$ cat src/rtl/interrupt_controller.sv
// rtl/interrupt_controller.sv - edge-latching prioritized interrupt controller
//
// Latches rising edges of device interrupt lines into a pending register,
// masks them, and presents the lowest-index pending request one-hot on
// io_out for the control unit. It tracks kernel entry and return, records
// the interrupted PC and the serviced cause, and holds io_out at zero while
// the kernel runs, so requests cannot nest.
//
// Ports:
//   CLK, Reset     clock (rising edge), synchronous active-high reset
//   irq_lines      raw level interrupt lines from the devices
//   mask_we/wdata  mask register write (1 = source enabled)
//   ack_we/wdata   write-1-to-clear strobe for pending
//   kernel_enter   control unit is in its kernel-entry state (one cycle)
//   state_fetch    control unit is in Fetch
//   pc             current program counter
//   io_out         one-hot request to the control unit (0 = none)
//   pending        latched edge flags
//   cause          index of the source being serviced
//   saved_pc       PC captured at kernel entry
//   in_kernel      kernel active
//   return_pulse   one-cycle pulse on kernel return
module interrupt_controller #(
   parameter int          NUM_SRC   = 16,
   parameter logic [15:0] RETURN_PC = 16'd255
) (
   input  logic               CLK,
   input  logic               Reset,
   input  logic [NUM_SRC-1:0] irq_lines,
   input  logic               mask_we,
   input  logic [NUM_SRC-1:0] mask_wdata,
   input  logic               ack_we,
   input  logic [NUM_SRC-1:0] ack_wdata,
   input  logic               kernel_enter,
   input  logic               state_fetch,
   input  logic [15:0]        pc,
   output logic [NUM_SRC-1:0] io_out,
   output logic [NUM_SRC-1:0] pending,
   output logic [3:0]         cause,
   output logic [15:0]        saved_pc,
   output logic               in_kernel,
   output logic               return_pulse
);

   typedef enum logic [1:0] {
      S_IDLE    = 2'd0,
      S_REQUEST = 2'd1,
      S_KERNEL  = 2'd2,
      S_RETURN  = 2'd3
   } state_t;

   state_t             state_q, state_d;
   logic [NUM_SRC-1:0] prev_q;
   logic [NUM_SRC-1:0] pending_q, pending_d;
   logic [NUM_SRC-1:0] mask_q;
   logic [NUM_SRC-1:0] io_out_q, io_out_d;
   logic [3:0]         cause_q, cause_d;
   logic [15:0]        saved_pc_q, saved_pc_d;
   logic               in_kernel_q, in_kernel_d;
   logic               return_pulse_q, return_pulse_d;

   logic [NUM_SRC-1:0] edges;
   logic [NUM_SRC-1:0] masked;
   logic [NUM_SRC-1:0] prio;
   logic [NUM_SRC-1:0] clr;
   logic [3:0]         io_idx;

   assign edges  = irq_lines & ~prev_q;
   assign masked = pending_q & mask_q;

   // Lowest set index wins: scan downward so the last hit is the lowest bit.
   always_comb begin
      prio = '0;
      for (int i = NUM_SRC - 1; i >= 0; i--) begin
         if (masked[i]) begin
            prio    = '0;
            prio[i] = 1'b1;
         end
      end
   end

   // Index of the bit currently presented to the control unit.
   always_comb begin
      io_idx = 4'd0;
      for (int i = 0; i < NUM_SRC; i++) begin
         if (io_out_q[i]) io_idx = 4'(i);
      end
   end

   always_comb begin
      state_d        = state_q;
      io_out_d       = '0;
      cause_d        = cause_q;
      saved_pc_d     = saved_pc_q;
      in_kernel_d    = in_kernel_q;
      return_pulse_d = 1'b0;
      clr            = ack_we ? ack_wdata : '0;

      case (state_q)
         S_IDLE: begin
            if (masked != '0) begin
               state_d  = S_REQUEST;
               io_out_d = prio;
            end
         end
         S_REQUEST: begin
            if (masked == '0) begin
               state_d = S_IDLE;
            end else if (kernel_enter) begin
               cause_d     = io_idx;
               saved_pc_d  = pc;
               clr         = clr | io_out_q;
               in_kernel_d = 1'b1;
               state_d     = S_KERNEL;
            end else begin
               io_out_d = prio;
            end
         end
         S_KERNEL: begin
            if (state_fetch && (pc == RETURN_PC)) begin
               return_pulse_d = 1'b1;
               state_d        = S_RETURN;
            end
         end
         S_RETURN: begin
            in_kernel_d = 1'b0;
            state_d     = S_IDLE;
         end
         default: state_d = S_IDLE;
      endcase

      // An edge on a bit being cleared in the same cycle wins.
      pending_d = (pending_q & ~clr) | edges;
   end

   always_ff @(posedge CLK) begin
      // prev_q tracks the lines even in reset so lines held high through
      // reset produce no edge afterwards.
      prev_q <= irq_lines;
      if (Reset) begin
         state_q        <= S_IDLE;
         pending_q      <= '0;
         mask_q         <= '0;
         io_out_q       <= '0;
         cause_q        <= 4'd0;
         saved_pc_q     <= 16'd0;
         in_kernel_q    <= 1'b0;
         return_pulse_q <= 1'b0;
      end else begin
         state_q        <= state_d;
         pending_q      <= pending_d;
         if (mask_we) mask_q <= mask_wdata;
         io_out_q       <= io_out_d;
         cause_q        <= cause_d;
         saved_pc_q     <= saved_pc_d;
         in_kernel_q    <= in_kernel_d;
         return_pulse_q <= return_pulse_d;
      end
   end

   assign io_out       = io_out_q;
   assign pending      = pending_q;
   assign cause        = cause_q;
   assign saved_pc     = saved_pc_q;
   assign in_kernel    = in_kernel_q;
   assign return_pulse = return_pulse_q;

endmodule

$ cat config.mk
export PLATFORM = sky130hd
export DESIGN_NAME = interrupt_controller
export DESIGN_NICKNAME = d
export VERILOG_FILES = /design/src/rtl/interrupt_controller.sv
export SDC_FILE = /design/constraint.sdc
export NUM_CORES = 1
export LEC_CHECK = 0
export CAP_MARGIN = 30
export CORE_MARGIN = 2
export CORE_UTILIZATION = 43
export DETAILED_ROUTE_END_ITERATION = 7
export GPL_ROUTABILITY_DRIVEN = 0
export PLACE_DENSITY_LB_ADDON = 0.25
export SLEW_MARGIN = 30
export SYNTH_ARGS = -nofsm -noshare
export SYNTH_HDL_FRONTEND = slang
export SYNTH_SLANG_ARGS = --single-unit
export TNS_END_PERCENT = 50
$ cat constraint.sdc
create_clock -name CLK -period 2.1 [get_ports CLK]
set_clock_uncertainty 0.15 [all_clocks]
set_input_delay 0.42 -clock CLK [delete_from_list [all_inputs] [get_ports CLK]]
set_output_delay 0.42 -clock CLK [all_outputs]
set_load 0.01 [all_outputs]
=== After elaboration in Yosys (flattened, before gate mapping) ===
Index checks and enable logic that the tools add are counted.

* Bitwise operators: 9
* Reduce and logical (&&, ||, !) cells: 9
* Multiplexer cells: 48
* Equality and inequality tests: 9

{| class="wikitable"
|+ Operators by type and width
! operator !! count
|-
| two-way mux 16 bit || 23
|-
| two-way mux 4 bit || 14
|-
| AND 16 bit || 3
|-
| NOT 16 bit || 2
|-
| bitwise OR 16 bit || 2
|-
| one-hot mux 16 bit (2 select lines) || 1
|-
| equality test 16 x 8 -> 1 bit (second input constant) || 1
|-
| zero test 16 bit || 1
|-
| nonzero test 16 bit || 1
|-
| AND reduction 3 bit || 3
|-
| two-way mux 2 bit || 4
|-
| inequality test 2 bit (second input constant) || 4
|-
| one-hot mux 2 bit (4 select lines) || 1
|-
| equality test 2 bit (second input constant) || 2
|-
| two-way mux 1 bit || 4
|-
| inequality test 3 bit (second input constant) || 1
|-
| equality test 2 x 1 -> 1 bit (second input constant) || 1
|-
| zero test 2 bit || 1
|-
| NOT 1 bit || 2
|-
| one-hot mux 1 bit (2 select lines) || 1
|-
| nonzero test 2 bit || 1
|-
| OR reduction 2 bit || 1
|-
| logical AND 1 bit || 1
|}

* Logic and storage cells: 84
* Input port bits: 70
* Output and inout bits: 54
* Register bits after elaboration: 88

=== Depth between registers and ports, before layout ===
Gate-level depths: netlist of run 1.

* Word-level depth: 20
* Depth in mapped cells: 6
* Gate-level depth less buffers: 5

=== Worst setup path before layout of run 1 ===
No wires, ideal clock.

* Kind: reg-to-reg
* Start: register pending_q[13], in the netlist pending[13]
* End: register saved_pc_q[10], in the netlist saved_pc[10]
* Path slack: 175 ps
* Path buffers: 1
* Arrival time: 1647 ps
* Cell stages (with the launch flop): 7
* Cell sequence: dfxtp_1 a222oi_1 and4_1 a311oi_2 buf_2 mux2i_1 nor2_1

* Cells in the longest elaborated chain, start to end: 4

{| class="wikitable"
|+ RTL lines
! what !! RTL line !! text
|-
| start, declared || 54 || <nowiki>logic [NUM_SRC-1:0] pending_q, pending_d;</nowiki>
|-
| start signal, assigned || 151 || <nowiki>pending_q <= pending_d;</nowiki>
|-
| AND 16 bit || 69 || <nowiki>assign masked = pending_q & mask_q;</nowiki>
|-
| zero test 16 bit || 107 || <nowiki>if (masked == '0) begin</nowiki>
|-
| NOT 1 bit (no line) || n/a ||
|-
| AND reduction 3 bit (no line) || n/a ||
|-
| end signal, assigned || 155 || <nowiki>saved_pc_q <= saved_pc_d;</nowiki>
|-
| end, declared || 58 || <nowiki>logic [15:0] saved_pc_q, saved_pc_d;</nowiki>
|}

No other way between the ends.
A chain may end at the register's enable or synchronous reset.

=== Worst setup path in the final report of run 1 ===
* Start: register pending_q[13], in the netlist pending[13]
* End: register pending_q[0], in the netlist pending[0]

* Cells in the longest elaborated chain, start to end: 7

{| class="wikitable"
|+ RTL lines
! what !! RTL line !! text
|-
| AND 16 bit || 69 ||
|-
| zero test 16 bit || 107 ||
|-
| two-way mux 16 bit || 107 ||
|-
| two-way mux 16 bit || 99 || <nowiki>case (state_q)</nowiki>
|-
| NOT 16 bit || 133 || <nowiki>pending_d = (pending_q & ~clr) | edges;</nowiki>
|-
| AND 16 bit || 133 ||
|-
| bitwise OR 16 bit || 133 ||
|}

No other way between the ends.

==> flow_summary_export.csv, run 1 <==
group,metric,value,unit
global_routing,antenna_found_initial,0,
clock_tree,tritoncts,"built",
floorplan,core_area,0.007253,mm²
yosys,ys_seq_area_frac,0.5472,
drt,wl,8336,µm
power,pwr-share-clk,0.340,
yosys,ys.flop_type,"dfxtp_1",
yosys,syn_avg_cell_area,9.845,µm²
global_routing,grt_pass1_wl,14010,µm
clock_tree,cts.sinks,88,
job,cap_violations,0,
clock_tree,htreeDepth,3,
drt,drt-vias-per-instance,5.138,
drt,drt_first_pass_iters,4,
drt,wl_met2,3917,µm
sta,setup_viol,0,
cells_and_area,fillers,590,
yosys,syn_nets,397,
sta,finalCriticalPeriod,2.072,ns
cells_and_area,insertedDiodeCount,0,
sta,worstMarginPinSlew,0.4263,ns
yosys,synth_top_cell_by_area,"dfxtp_1",
min_path,hp-class,"reg -> reg",
sta,maxSlewHeadroom,0.7158,
sta,drv_slew,0,
cells_and_area,regArea,0.001764,mm²
yosys,synth.distinct_cells,34,
cells_and_area,post_layout_nonfiller_instances,572,
placement,dp_hpwl,6358,µm
drt,drtIter0Drc,96,
floorplan,fp.dieH,90.53,µm
global_routing,grt_max_degree,39,
worst_setup_path,cp.required,2.23,ns
power,p_leak,0.001817,µW
clock_tree,clockBufferDepth,2,
sta,timing.fmax,482.5,MHz
worst_setup_path,cp-start-kind,"flop",
cells_and_area,area_delta_synth_final,53.44,%
power,netSwitchingFraction,0.2480,
drt,routedWlPerCell,14.57,µm
floorplan,fp-row-count,31,
floorplan,design.die.area,0.008195,mm²
yosys,async_reset_ff_frac,0,
power,p_per_area,698.8,mW/mm²
floorplan,io_pins,124,
run_status,status,"finished clean",
yosys,syn-cell-area,0.003219,mm²
drt,num_vias,2939,
drt,drc,0,
sta,tns,0,ns
placement,io_buffers,123,
worst_setup_path,worstSetupPathType,"reg -> reg",
clock_tree,holdBufCountCts,0,
global_routing,grt_usage,0.2110,
power,p_switching,856.2,µW
floorplan,start_util,0.4439,
clock_tree,cts_buffers,9,
cells_and_area,final_cell_mix,"clkdlybuf4s50_1, dfxtp_1, nor2_1",
clock_tree,cts-root-buf,"clkbuf_8",
yosys,yosys-top-cells-area,"dfxtp_1, mux2i_1, nor2_1",
power,internal_power,2596,µW
yosys,synth-edff-count,0,
worst_setup_path,reg2reg_depth,6,
sta,rsz0062_at_grt,"true",
sta,hold_ws,0.3149,ns
worst_setup_path,cp-end-kind,"flop",
sta,hold_violations,0,
drt,drt-met1-wl,3783,µm
cells_and_area,nNetsFinal,538,
cells_and_area,final_common_cell,"clkdlybuf4s50_1",
drt,highest_layer,"met4",
power,seq_power_share,0.518,
global_routing,grt_pass1_vias,2926,
power,comb_power_share,0.141,
global_routing,grt_remaining_overflow,0,
cells_and_area,multi_input_area,0.001351,mm²
worst_setup_path,arrival,2.20,ns
clock_tree,cts.clk_slew.worst_paths,0.10,ns
yosys,postSynthCellCount,327,
floorplan,die_w,90.53,µm
min_path,min_path_cells,2,
worst_setup_path,crit_path_max_fanout,28,
sta,period_share,0.9868,
placement,place_inst,556,
drt,ant_nets,0,
yosys,ys_ff_latch,88,
cells_and_area,drive_gt1_frac,0.1036,
yosys,netlist.area_leader.share,0.5472,
clock_tree,worstSkewPairLatency,0.35,ns
clock_tree,cts_setup_buffers,0,
power,vdd_drop_max,0.4935,mV
drt,wl_met3,493,µm
yosys,synth_warnings,0,
[cells in the mapped netlist, types with 2 or more instances]
master / instances
dfxtp_1: 88
nor2_1: 51
mux2i_1: 32
inv_1: 21
a21oi_1: 18
nand2_1: 18
a221o_1: 17
nand2b_1: 17
clkbuf_1: 9
nand3_1: 8
a311oi_1: 4
buf_2: 4
nand4_1: 4
nor4_1: 4
a22oi_1: 3
nor3_1: 3
nor3b_1: 3
a211oi_1: 2
a222oi_1: 2
and4_1: 2
nor2b_1: 2
nor4b_1: 2
o31ai_1: 2
[critical path, stage by stage (launching register included)]
cell and delay, ns:
dfxtp_2 0.34, a222oi_1 0.41, and4_4 0.31, a311oi_4 0.13
buf_12 0.20, a221o_1 0.32, a21oi_1 0.13
[registers in the layout, summed over array words and instances, names as in the netlist, named ones only]
name,cells
mask_q,16
pending,16
cause,4
io_out,16
return_pulse,1
in_kernel,1
prev_q,16
state_q,1
saved_pc,16
[power by group through the flow]
stage / clock (µW) / combinational, µW / sequential (µW)
5_1_grt: 1270 / 530 / 1800
3_5_place_dp: 0 / 485 / 1830
4_1_cts: 1200 / 491 / 1790
3_3_place_gp: 0 / 477 / 1820
6_report: 1170 / 488 / 1790
2_1_floorplan: 0 / 176 / 1830
[worst paths after layout]
kind,from,to,slack [ns]
min,mask_q[11],io_out[11],0.31
min reg2reg,mask_q[11],io_out[11],0.31
max,pending[13],pending[0],0.03
max reg2reg,pending[13],pending[0],0.03
[what timing repair did]
action | CTS | global route
pin swaps | 1 | 0
resized for setup | 4 | 4
endpoints found under the setup margin | 14 | 18
[metal layers]
layer,track usage,up-vias
met3,0.04508,16
met5,0,-
li1,-,1445
met4,0.08974,0
met2,0.3396,92
met1,0.2743,1386
[stage by stage]
step           total power [µW]    util  setup slack [ns]  area [µm²]
6_report                   3452  0.6810           0.02765        4940
5_1_grt                    3597  0.6810           -0.1037        4940
4_1_cts                    3480  0.6791          0.004065        4926
3_5_place_dp               2312  0.6505           -0.2520        4718
3_3_place_gp               2302  0.6505           -0.1181        4718
2_1_floorplan              2011       -            0.1754        3219
[cell type report]
class | count | area share
Multi-Input combinational cell | 204 | 0.2736
Clock inverter | 7 | 0.01545
Inverter | 21 | 0.01596
Tap cell | 99 | 0.02508
Sequential cell | 88 | 0.3571
Timing Repair Buffer | 144 | 0.2877
Clock buffer | 9 | 0.02508
[kinds of logic after synthesis]
kind of cell / after synthesis / synth area share
multiplexers: 32 / 0.09950
AO/OA/AOI/OAI: 54 / 0.1306
AND/OR/NAND/NOR: 118 / 0.1803
buffers and inverters: 35 / 0.04236
flip-flops: 88 / 0.5472
Power figures use the tool's default switching activity.
==> run 2, diff against run 1 <==
- RECOVER_POWER: default -> 50
==> run 2 against run 1 <==
  * Clock-buffer cell count unchanged
  * Largest cell class unchanged
  * Via count fell by 0.92%
  * Non-clock buffer count did not move
  * Sequential share of layout area increased by 0.11 points
  * Largest power group unchanged
  * Worst hold slack improved by 0.0043 ns
  * Global-route usage did not move
  * Sequential power about the same
==> flow_summary_export.csv, run 2 (synthesis results as in run 1) <==
group,metric,value,unit
run_status,status,"finished clean",
cells_and_area,fillers,592,
global_routing,grt_max_degree,39,
drt,drtIter0Drc,125,
power,seq_power_share,0.520,
drt,drt-vias-per-instance,5.091,
worst_setup_path,crit_path_max_fanout,28,
clock_tree,htreeDepth,3,
min_path,whs_endpoint,"io_out[11]",
power,pwr-share-clk,0.341,
floorplan,design.die.area,0.008195,mm²
worst_setup_path,reg2reg_slack,0.03,ns
power,p_leak,0.001816,µW
power,p_switching,856.4,µW
floorplan,fp.dieH,90.53,µm
sta,maxSlewHeadroom,0.6191,
floorplan,start_util,0.4439,
min_path,hp-class,"reg -> reg",
clock_tree,cts-root-buf,"clkbuf_8",
global_routing,groute.layer.met3.usage,0.04508,
placement,dp_hpwl,6358,µm
cells_and_area,drive_gt1_frac,0.1036,
placement,io_buffers,123,
worst_setup_path,cp.required,2.23,ns
sta,drv_slew,0,
power,p_per_area,699.1,mW/mm²
global_routing,grt_pass1_wl,14010,µm
worst_setup_path,cp-start-kind,"flop",
worst_setup_path,r2r_end,"pending[0]",
global_routing,met2_usage,0.3396,
global_routing,grt_usage,0.2110,
worst_setup_path,arrival,2.21,ns
power,comb_power_share,0.139,
placement,dp_slack,-0.2520,ns
cells_and_area,area_delta_synth_final,52.97,%
worst_setup_path,worstSetupPathType,"reg -> reg",
drt,num_vias,2912,
clock_tree,cts_buffers,9,
drt,routedWlPerCell,14.61,µm
floorplan,core_area,0.007253,mm²
global_routing,grt_remaining_overflow,0,
sta,setup_viol,0,
drt,wl,8356,µm
worst_setup_path,reg2reg_depth,6,
power,vdd_drop_max,0.4944,mV
global_routing,grt_pass1_vias,2926,
clock_tree,tritoncts,"built",
worst_setup_path,cp-end-kind,"flop",
cells_and_area,final_common_cell,"clkdlybuf4s50_1",
power,internal_power,2587,µW
min_path,min_path_cells,2,
floorplan,fp-row-count,31,
cells_and_area,nNetsFinal,538,
clock_tree,cts_setup_buffers,0,
sta,period_share,0.9878,
drt,drt_first_pass_iters,4,
sta,timing.fmax,482.1,MHz
floorplan,io_pins,124,
sta,fin_ws,0.02568,ns
power,netSwitchingFraction,0.2487,
sta,hold_violations,0,
clock_tree,holdBufCountCts,0,
global_routing,busiest_layer,"met2",
min_path,hold_start,"mask_q[11]",
drt,drc,0,
clock_tree,clockBufferDepth,2,
power,total_power,3443,µW
drt,ant_nets,0,
job,cap_violations,0,
cells_and_area,final_cell_mix,"clkdlybuf4s50_1, dfxtp_1, nor2_1",
floorplan,die_w,90.53,µm
worst_setup_path,r2r_start,"pending[13]",
global_routing,antenna_found_initial,0,
cells_and_area,insertedDiodeCount,0,
global_routing,grt_use_met1,0.2743,
clock_tree,cts.clk_slew.worst_paths,0.10,ns
clock_tree,worstSkewPairLatency,0.35,ns
sta,rsz0062_at_grt,"true",
sta,finalCriticalPeriod,2.074,ns
placement,postPlaceCellArea,0.004718,mm²
clock_tree,cts.sinks,88,
sta,worstMarginPinSlew,0.5713,ns
cells_and_area,fin_area,0.004925,mm²
run 2: cell count changes in the layout (fill, tap and decap cells not counted), sizes merged:
cell | previous run | this run
clkdlybuf4s50 | 122 | 105
dlygate4sd3 | 0 | 17
buf | 22 | 21
clkbuf | 9 | 10
run 2: timing repair:
item	CTS	global route
gates cloned	0	0
resized for setup	4	4
pin swaps	1	0
setup endpoints to repair	14	18
run 2: metal layers:
metal  share of wire  routed length, µm
met5               0                  0
met4           0.014                118
met3           0.058                487
met2            0.47               3959
met1            0.45               3791
run 2: worst max-delay path by stage:
| stage | from | end | slack [ns] |
|---|---|---|---|
| after global placement | pc[8] | state_q[0] | -0.12 |
| final | pending[13] | pending[0] | 0.03 |
| after floorplan | pending[13] | saved_pc[10] | 0.18 |
| after CTS | pending[13] | pending[0] | 0.004 |
| after detailed placement | pc[8] | state_q[0] | -0.25 |
| after global routing | pending[13] | pending[0] | -0.10 |
run 2: critical path: stages (launching register included):
cell and delay [ns]:
dfxtp_2 0.34, a222oi_1 0.41, and4_4 0.31, a311oi_4 0.13, buf_12 0.20, a221o_1 0.32
a21oi_1 0.13
run 2: area by class of cell:
class | instances | area (µm²) | share of cell area
Tap cell | 99 | 123.9 | 0.02515
Multi-Input combinational cell | 204 | 1351 | 0.2744
Clock buffer | 9 | 123.9 | 0.02515
Inverter | 21 | 78.83 | 0.01601
Timing Repair Buffer | 144 | 1406 | 0.2856
Clock inverter | 7 | 76.32 | 0.01550
Sequential cell | 88 | 1764 | 0.3582
run 2: per-stage QoR:
step	util	hold slack (ns)	instances	setup TNS, ns
after CTS	0.6791	0.3145	572	0
after global routing	0.6790	0.3400	572	-1.121
final	0.6790	0.3192	572	0
after global placement	0.6505	0.3057	556	-1.654
after floorplan	-	0.2825	327	0
after detailed placement	0.6505	0.3124	556	-3.278
run 2: power by group through the flow:
stage	registers, µW	logic, µW	clock network (µW)
after global routing	1800	520	1270
after floorplan	1830	176	0
after detailed placement	1830	485	0
after global placement	1820	477	0
after CTS	1790	491	1200
final	1790	479	1170
